--- config.mk ---
export PLATFORM = sky130hd
export DESIGN_NAME = alu_result_stage
export DESIGN_NICKNAME = d
export VERILOG_FILES = /design/src/rtl/alu_result_stage.sv
export SDC_FILE = /design/constraint.sdc
export NUM_CORES = 1
export LEC_CHECK = 0
export CELL_PAD_IN_SITES_DETAIL_PLACEMENT = 1
export CELL_PAD_IN_SITES_GLOBAL_PLACEMENT = 1
export CORE_MARGIN = 4
export CORE_UTILIZATION = 30
export DETAILED_ROUTE_END_ITERATION = 8
export PLACE_DENSITY_LB_ADDON = 0.1
export SYNTH_ARGS = -nofsm -noshare
export SYNTH_HDL_FRONTEND = slang
export SYNTH_SLANG_ARGS = --single-unit
--- constraint.sdc ---
create_clock -name clock -period 3 [get_ports clock]
set_clock_uncertainty 0.05 [all_clocks]
set_input_delay 0.6 -clock clock [delete_from_list [all_inputs] [get_ports clock]]
set_output_delay 0.6 -clock clock [all_outputs]
set_load 0.05 [all_outputs]
--- src/rtl/alu_result_stage.sv ---
// Execute/memory boundary register: decodes ALU outputs into a writeback record,
// resolves bne/blt redirects, and buffers records in a main + skid pair.
module alu_result_stage #(
   parameter int DATA_W      = 32,
   parameter int REG_W       = 5,
   parameter int RSTATUS_REG = 30
) (
   input  logic              clock,
   input  logic              reset,
   input  logic              flush,
   input  logic              in_valid,
   output logic              in_ready,
   input  logic [DATA_W-1:0] in_result,
   input  logic              in_ne,
   input  logic              in_lt,
   input  logic              in_ovf,
   input  logic [4:0]        in_opcode,
   input  logic [4:0]        in_aluop,
   input  logic [REG_W-1:0]  in_rd,
   input  logic [DATA_W-1:0] in_pc,
   input  logic [DATA_W-1:0] in_imm,
   output logic              out_valid,
   input  logic              out_ready,
   output logic [DATA_W-1:0] out_result,
   output logic [REG_W-1:0]  out_rd,
   output logic              out_we,
   output logic              br_taken,
   output logic [DATA_W-1:0] br_target
);

   localparam logic [4:0] OP_RTYPE = 5'b00000;
   localparam logic [4:0] OP_ADDI  = 5'b00101;
   localparam logic [4:0] OP_BNE   = 5'b00010;
   localparam logic [4:0] OP_BLT   = 5'b00110;
   localparam logic [4:0] ALU_ADD  = 5'b00000;
   localparam logic [4:0] ALU_SUB  = 5'b00001;

   typedef struct packed {
      logic [DATA_W-1:0] result;
      logic [REG_W-1:0]  rd;
      logic              we;
   } rec_t;

   // Overflow on add/sub/addi becomes a write of an exception code into $rstatus.
   function automatic rec_t decode_rec(
      input logic [4:0]        opcode,
      input logic [4:0]        aluop,
      input logic              ovf,
      input logic [REG_W-1:0]  rd,
      input logic [DATA_W-1:0] result
   );
      rec_t r;
      logic redirect;
      r.result = result;
      r.rd     = rd;
      r.we     = 1'b0;
      redirect = 1'b0;
      case (opcode)
         OP_RTYPE: begin
            r.we = 1'b1;
            if (ovf && (aluop == ALU_ADD)) begin
               r.rd     = REG_W'(RSTATUS_REG);
               r.result = DATA_W'(32'd1);
               redirect = 1'b1;
            end else if (ovf && (aluop == ALU_SUB)) begin
               r.rd     = REG_W'(RSTATUS_REG);
               r.result = DATA_W'(32'd3);
               redirect = 1'b1;
            end else begin
               redirect = 1'b0;
            end
         end
         OP_ADDI: begin
            r.we = 1'b1;
            if (ovf) begin
               r.rd     = REG_W'(RSTATUS_REG);
               r.result = DATA_W'(32'd2);
               redirect = 1'b1;
            end else begin
               redirect = 1'b0;
            end
         end
         default: begin
            r.we = 1'b0;
         end
      endcase
      if ((rd == '0) && !redirect) begin
         r.we = 1'b0;
      end else begin
         r.we = r.we;
      end
      return r;
   endfunction

   rec_t              main_q, main_d;
   rec_t              skid_q, skid_d;
   logic              main_valid_q, main_valid_d;
   logic              skid_valid_q, skid_valid_d;
   logic              in_ready_q, in_ready_d;
   logic              br_taken_q, br_taken_d;
   logic [DATA_W-1:0] br_target_q, br_target_d;

   logic              accept_s;
   logic              drain_s;
   logic              taken_s;
   rec_t              dec_s;

   assign accept_s = in_valid && in_ready_q && !flush;
   assign drain_s  = main_valid_q && out_ready;
   assign taken_s  = ((in_opcode == OP_BNE) && in_ne) || ((in_opcode == OP_BLT) && in_lt);
   assign dec_s    = decode_rec(in_opcode, in_aluop, in_ovf, in_rd, in_result);

   // Next-state for the main/skid pair, ready flag and branch redirect.
   always_comb begin
      main_d       = main_q;
      skid_d       = skid_q;
      main_valid_d = main_valid_q;
      skid_valid_d = skid_valid_q;
      br_taken_d   = 1'b0;
      br_target_d  = br_target_q;

      if (flush) begin
         main_valid_d = 1'b0;
         skid_valid_d = 1'b0;
      end else if (drain_s) begin
         // Accept never coincides with a full skid because ready is then low.
         if (skid_valid_q) begin
            main_d       = skid_q;
            main_valid_d = 1'b1;
            skid_valid_d = 1'b0;
         end else if (accept_s) begin
            main_d       = dec_s;
            main_valid_d = 1'b1;
         end else begin
            main_valid_d = 1'b0;
         end
      end else if (accept_s) begin
         if (!main_valid_q) begin
            main_d       = dec_s;
            main_valid_d = 1'b1;
         end else begin
            skid_d       = dec_s;
            skid_valid_d = 1'b1;
         end
      end else begin
         main_valid_d = main_valid_q;
      end

      if (accept_s && taken_s) begin
         br_taken_d  = 1'b1;
         br_target_d = in_pc + DATA_W'(32'd1) + in_imm;
      end else begin
         br_taken_d  = 1'b0;
      end

      in_ready_d = !skid_valid_d;
   end

   // State registers with synchronous reset.
   always_ff @(posedge clock) begin
      if (reset) begin
         main_q       <= '0;
         skid_q       <= '0;
         main_valid_q <= 1'b0;
         skid_valid_q <= 1'b0;
         in_ready_q   <= 1'b1;
         br_taken_q   <= 1'b0;
         br_target_q  <= '0;
      end else begin
         main_q       <= main_d;
         skid_q       <= skid_d;
         main_valid_q <= main_valid_d;
         skid_valid_q <= skid_valid_d;
         in_ready_q   <= in_ready_d;
         br_taken_q   <= br_taken_d;
         br_target_q  <= br_target_d;
      end
   end

   assign in_ready   = in_ready_q;
   assign out_valid  = main_valid_q;
   assign out_result = main_q.result;
   assign out_rd     = main_q.rd;
   assign out_we     = main_q.we;
   assign br_taken   = br_taken_q;
   assign br_target  = br_target_q;

endmodule
==> impl_results.md <==
* Synthesized instance count at 780
* Outcome: finished, final reports clean
* Peak VDD IR at 0.263 mV
* Chip Width at between 100 and 150 µm
* Finished Layout Cells at around 1,300
* # diodes at 0
* Sequential fraction of the synthesis area at 0.371
* Die height at ~150 µm
* Critical Path AT at 3140 ps
* Synth-to-layout area growth at 49.5%
* Hpwl dp at between 15,000 and 20,000 µm
* DR DRC count at 0
* Total GRT Usage at 0.193
* CTS Hold Buffers Added at 0
* Worst Setup End Kind: register
* CTS tree: yes
* Most common flop cell mapped by yosys: dfxtp_1
* Net Count, Synth at 931
* CTS root buf: clkbuf_16
* RSZ-0062 raised after global routing: false
* Antenna violations before repair at 0
* Vias in the first global route at 6,982
* Hold Violations, Final at 0
* H-tree depth at 3
* IO Pins at 192
* Mapped cell area at roughly 0.006 mm²
* Critical path peak fanout at 3
* Async set-reset flop share out of synthesis at 0
* Type of origin of the critical path: input port
* Tcrit/Tclk final at 0.982
* Setup TNS at 0 ps
* CP Class: in -> reg
* Slew headroom at 0.614
* Site Rows at 51
* Post-route ant nets at 0
* Util after Layout at 0.460
* Placed cell area at 0.00864 mm²
* Final setup vio count at 0
* Final net count at 1,147
* P per Cell Area at 418 mW/mm²
* Final Slew Violations at 0
* Avg WL per Cell at roughly 17 µm
* Fin crit period at around 2900 ps
* Post-synth EDFFs at 0
* Hold Slack at 404 ps
* Tot Pwr at 3.78 mW
* Clk sinks at around 110
* Drt pass-1 iters at 4
* Final WL at approximately 22,000 µm
* DR iter-0 viols at around 230
* Layout cells sized above 1 at 0.115
* Leakage at 3.36 nW
* Mean area per synthesized cell at 7.75 µm²
* Hold Path Depth at 2
* Yosys reg bits at 112
* Clock-pin slew on the worst setup and hold paths at around 80 ps
* Core area at slightly below 0.02 mm²
* Fin worst setup slack at 55.4 ps
* Peak Freq at between 300 and 400 MHz
* Place WS at -581 ps
* Gp weighted congestion at 0.839
* Vias per inst at 5.17
* R2r worst-path depth at 5
* Placed insts at between 1,000 and 1,500
* Worst-margin pin slew at 577 ps
* Ys Warns at 0
* Total CTS buffers at 9
* DR vias at approximately 6,500
* Skew-Pair Late Insertion Delay at 360 ps
* Largest net degree at the start of global routing at 63
* R2r setup slk at just over 1000 ps
* Starting density of the core at 0.308
* Die area at 0.0225 mm²
* Worst min-delay path class: reg -> reg
* Fillers at 2,404
* Yosys cell types at 58
* Worst EP required at ~3200 ps
* Design Area, Final at 0.00903 mm²
* Count of input and output buffers at 191
* Worst-case clock buffer depth at 2
* GR Overflow Total at 0
* Global-route wire length before repair at 35,200 µm
* Maxcap violations at 0
==> layout by cell type, fill, tap and decap left out, types with 3 or more instances in the layout <==
cell and count:
a211o_1 4, a211oi_1 11, a21o_1 13, a21oi_1 82
a21oi_2 4, a311oi_1 34, buf_12 4, buf_4 62
clkbuf_16 9, clkdlybuf4s50_1 188, dfxtp_1 112, ha_1 30
inv_1 6, inv_6 4, mux2i_1 5, nand2_1 140
nand2b_1 6, nand3_1 72, nand4_1 4, nor2_1 68
nor2_2 3, nor2b_1 6, nor3_1 8, nor3b_1 4
nor4_1 4, o211ai_1 8, o21a_1 3, o21ai_0 21
o21ai_1 6, o21ai_2 4, or2_2 3, or3_1 4
xnor2_1 12, xor2_1 10
==> metal layers <==
metal / up-vias / routed length, µm / part of all wire / global-route usage
li1: 3224 / - / - / -
met1: 3144 / 9020 / 0.42 / 0.227
met2: 154 / 11000 / 0.51 / 0.349
met3: 22 / 1240 / 0.058 / 0.0475
met4: 0 / 348 / 0.016 / 0.0508
met5: - / 0 / 0 / 0
==> final timing paths <==
| kind | to | start |
|---|---|---|
| min reg2reg | br_target[18]$_SDFFE_PP0P_ | br_target[18]$_SDFFE_PP0P_ |
| max reg2reg | skid_q[12]$_SDFFE_PP0P_ | out_valid$_SDFFE_PP0N_ |
| min | br_target[18]$_SDFFE_PP0P_ | br_target[18]$_SDFFE_PP0P_ |
| max | br_target[27]$_SDFFE_PP0P_ | in_pc[2] |
==> final cells by class <==
class / instances / area, µm² / share of cell area
inverters: 7 / 26.3 / 0.00291
clock buffers: 10 / 239 / 0.0265
flip-flops and latches: 112 / 2240 / 0.248
repair buffers: 257 / 2460 / 0.273
multi-input cells: 609 / 3660 / 0.406
clock inverters: 6 / 67.6 / 0.00748
well taps: 265 / 332 / 0.0367
==> critical path, cell delays in order <==
cell and delay (ps):
clkdlybuf4s50_1 470, ha_1 360, o21ai_0 180, a21oi_1 90
a21oi_1 250, o21ai_1 120, buf_4 160, a31oi_4 220
o21ai_2 90, a21oi_2 190, nor4_1 80, a311o_1 330
==> logic make-up after synthesis <==
family | count (synthesis) | synth area share
XOR/XNOR | 22 | 0.0319
AO/OA/AOI/OAI | 209 | 0.229
multiplexers | 6 | 0.0101
adder cells (fa/ha/maj) | 32 | 0.0675
AND/OR/NAND/NOR | 340 | 0.252
buffers and inverters | 59 | 0.0379
flip-flops | 112 | 0.371
==> synth_stat cells, types with 3 or more instances <==
master	n	share of area
or2_2	3	0.0031
a311oi_1	34	0.049
nor3b_1	4	0.0050
o21ai_0	23	0.019
nor4_1	4	0.0041
nor2b_1	6	0.0062
a211o_1	4	0.0058
o21a_1	3	0.0037
inv_1	7	0.0043
nand2_1	140	0.087
nor2_1	71	0.044
o211ai_1	8	0.0099
xnor2_1	12	0.017
nand2b_1	6	0.0062
clkbuf_1	49	0.030
ha_1	31	0.064
a21o_1	13	0.016
dfxtp_1	112	0.37
nand4_1	4	0.0041
or3_1	4	0.0041
and2_1	3	0.0031
nor3_1	10	0.0083
mux2i_1	5	0.0083
nand3_1	73	0.060
xor2_1	10	0.014
a21oi_1	85	0.070
a211oi_1	13	0.016
o21ai_1	6	0.0050
==> flip-flops by register name (all words and copies together), names as in the netlist <==
register / cells
br_taken: 1
br_target: 32
skid_valid_q: 1
out_rd: 5
out_result: 32
out_we: 1
in_ready: 1
skid_q: 38
out_valid: 1
==> power breakdown <==
| group | leakage (nW) | switching (mW) | total, mW | internal, mW |
|---|---|---|---|---|
| registers | 0.910 | 0.0210 | 1.55 | 1.52 |
| clock network | 0.150 | 0.626 | 1.24 | 0.615 |
| logic | 2.30 | 0.518 | 0.990 | 0.472 |
| total | 3.36 | 1.16 | 3.78 | 2.61 |
==> repair_timing <==
item / CTS / global route
setup buffers: 0 / 2
resized for setup: 4 / 17
pin swaps: 0 / 10
endpoints found under the setup margin: 7 / 10
hold endpoints to repair: 0 / 0
No activity file was read; power rests on OpenSTA's default activity.
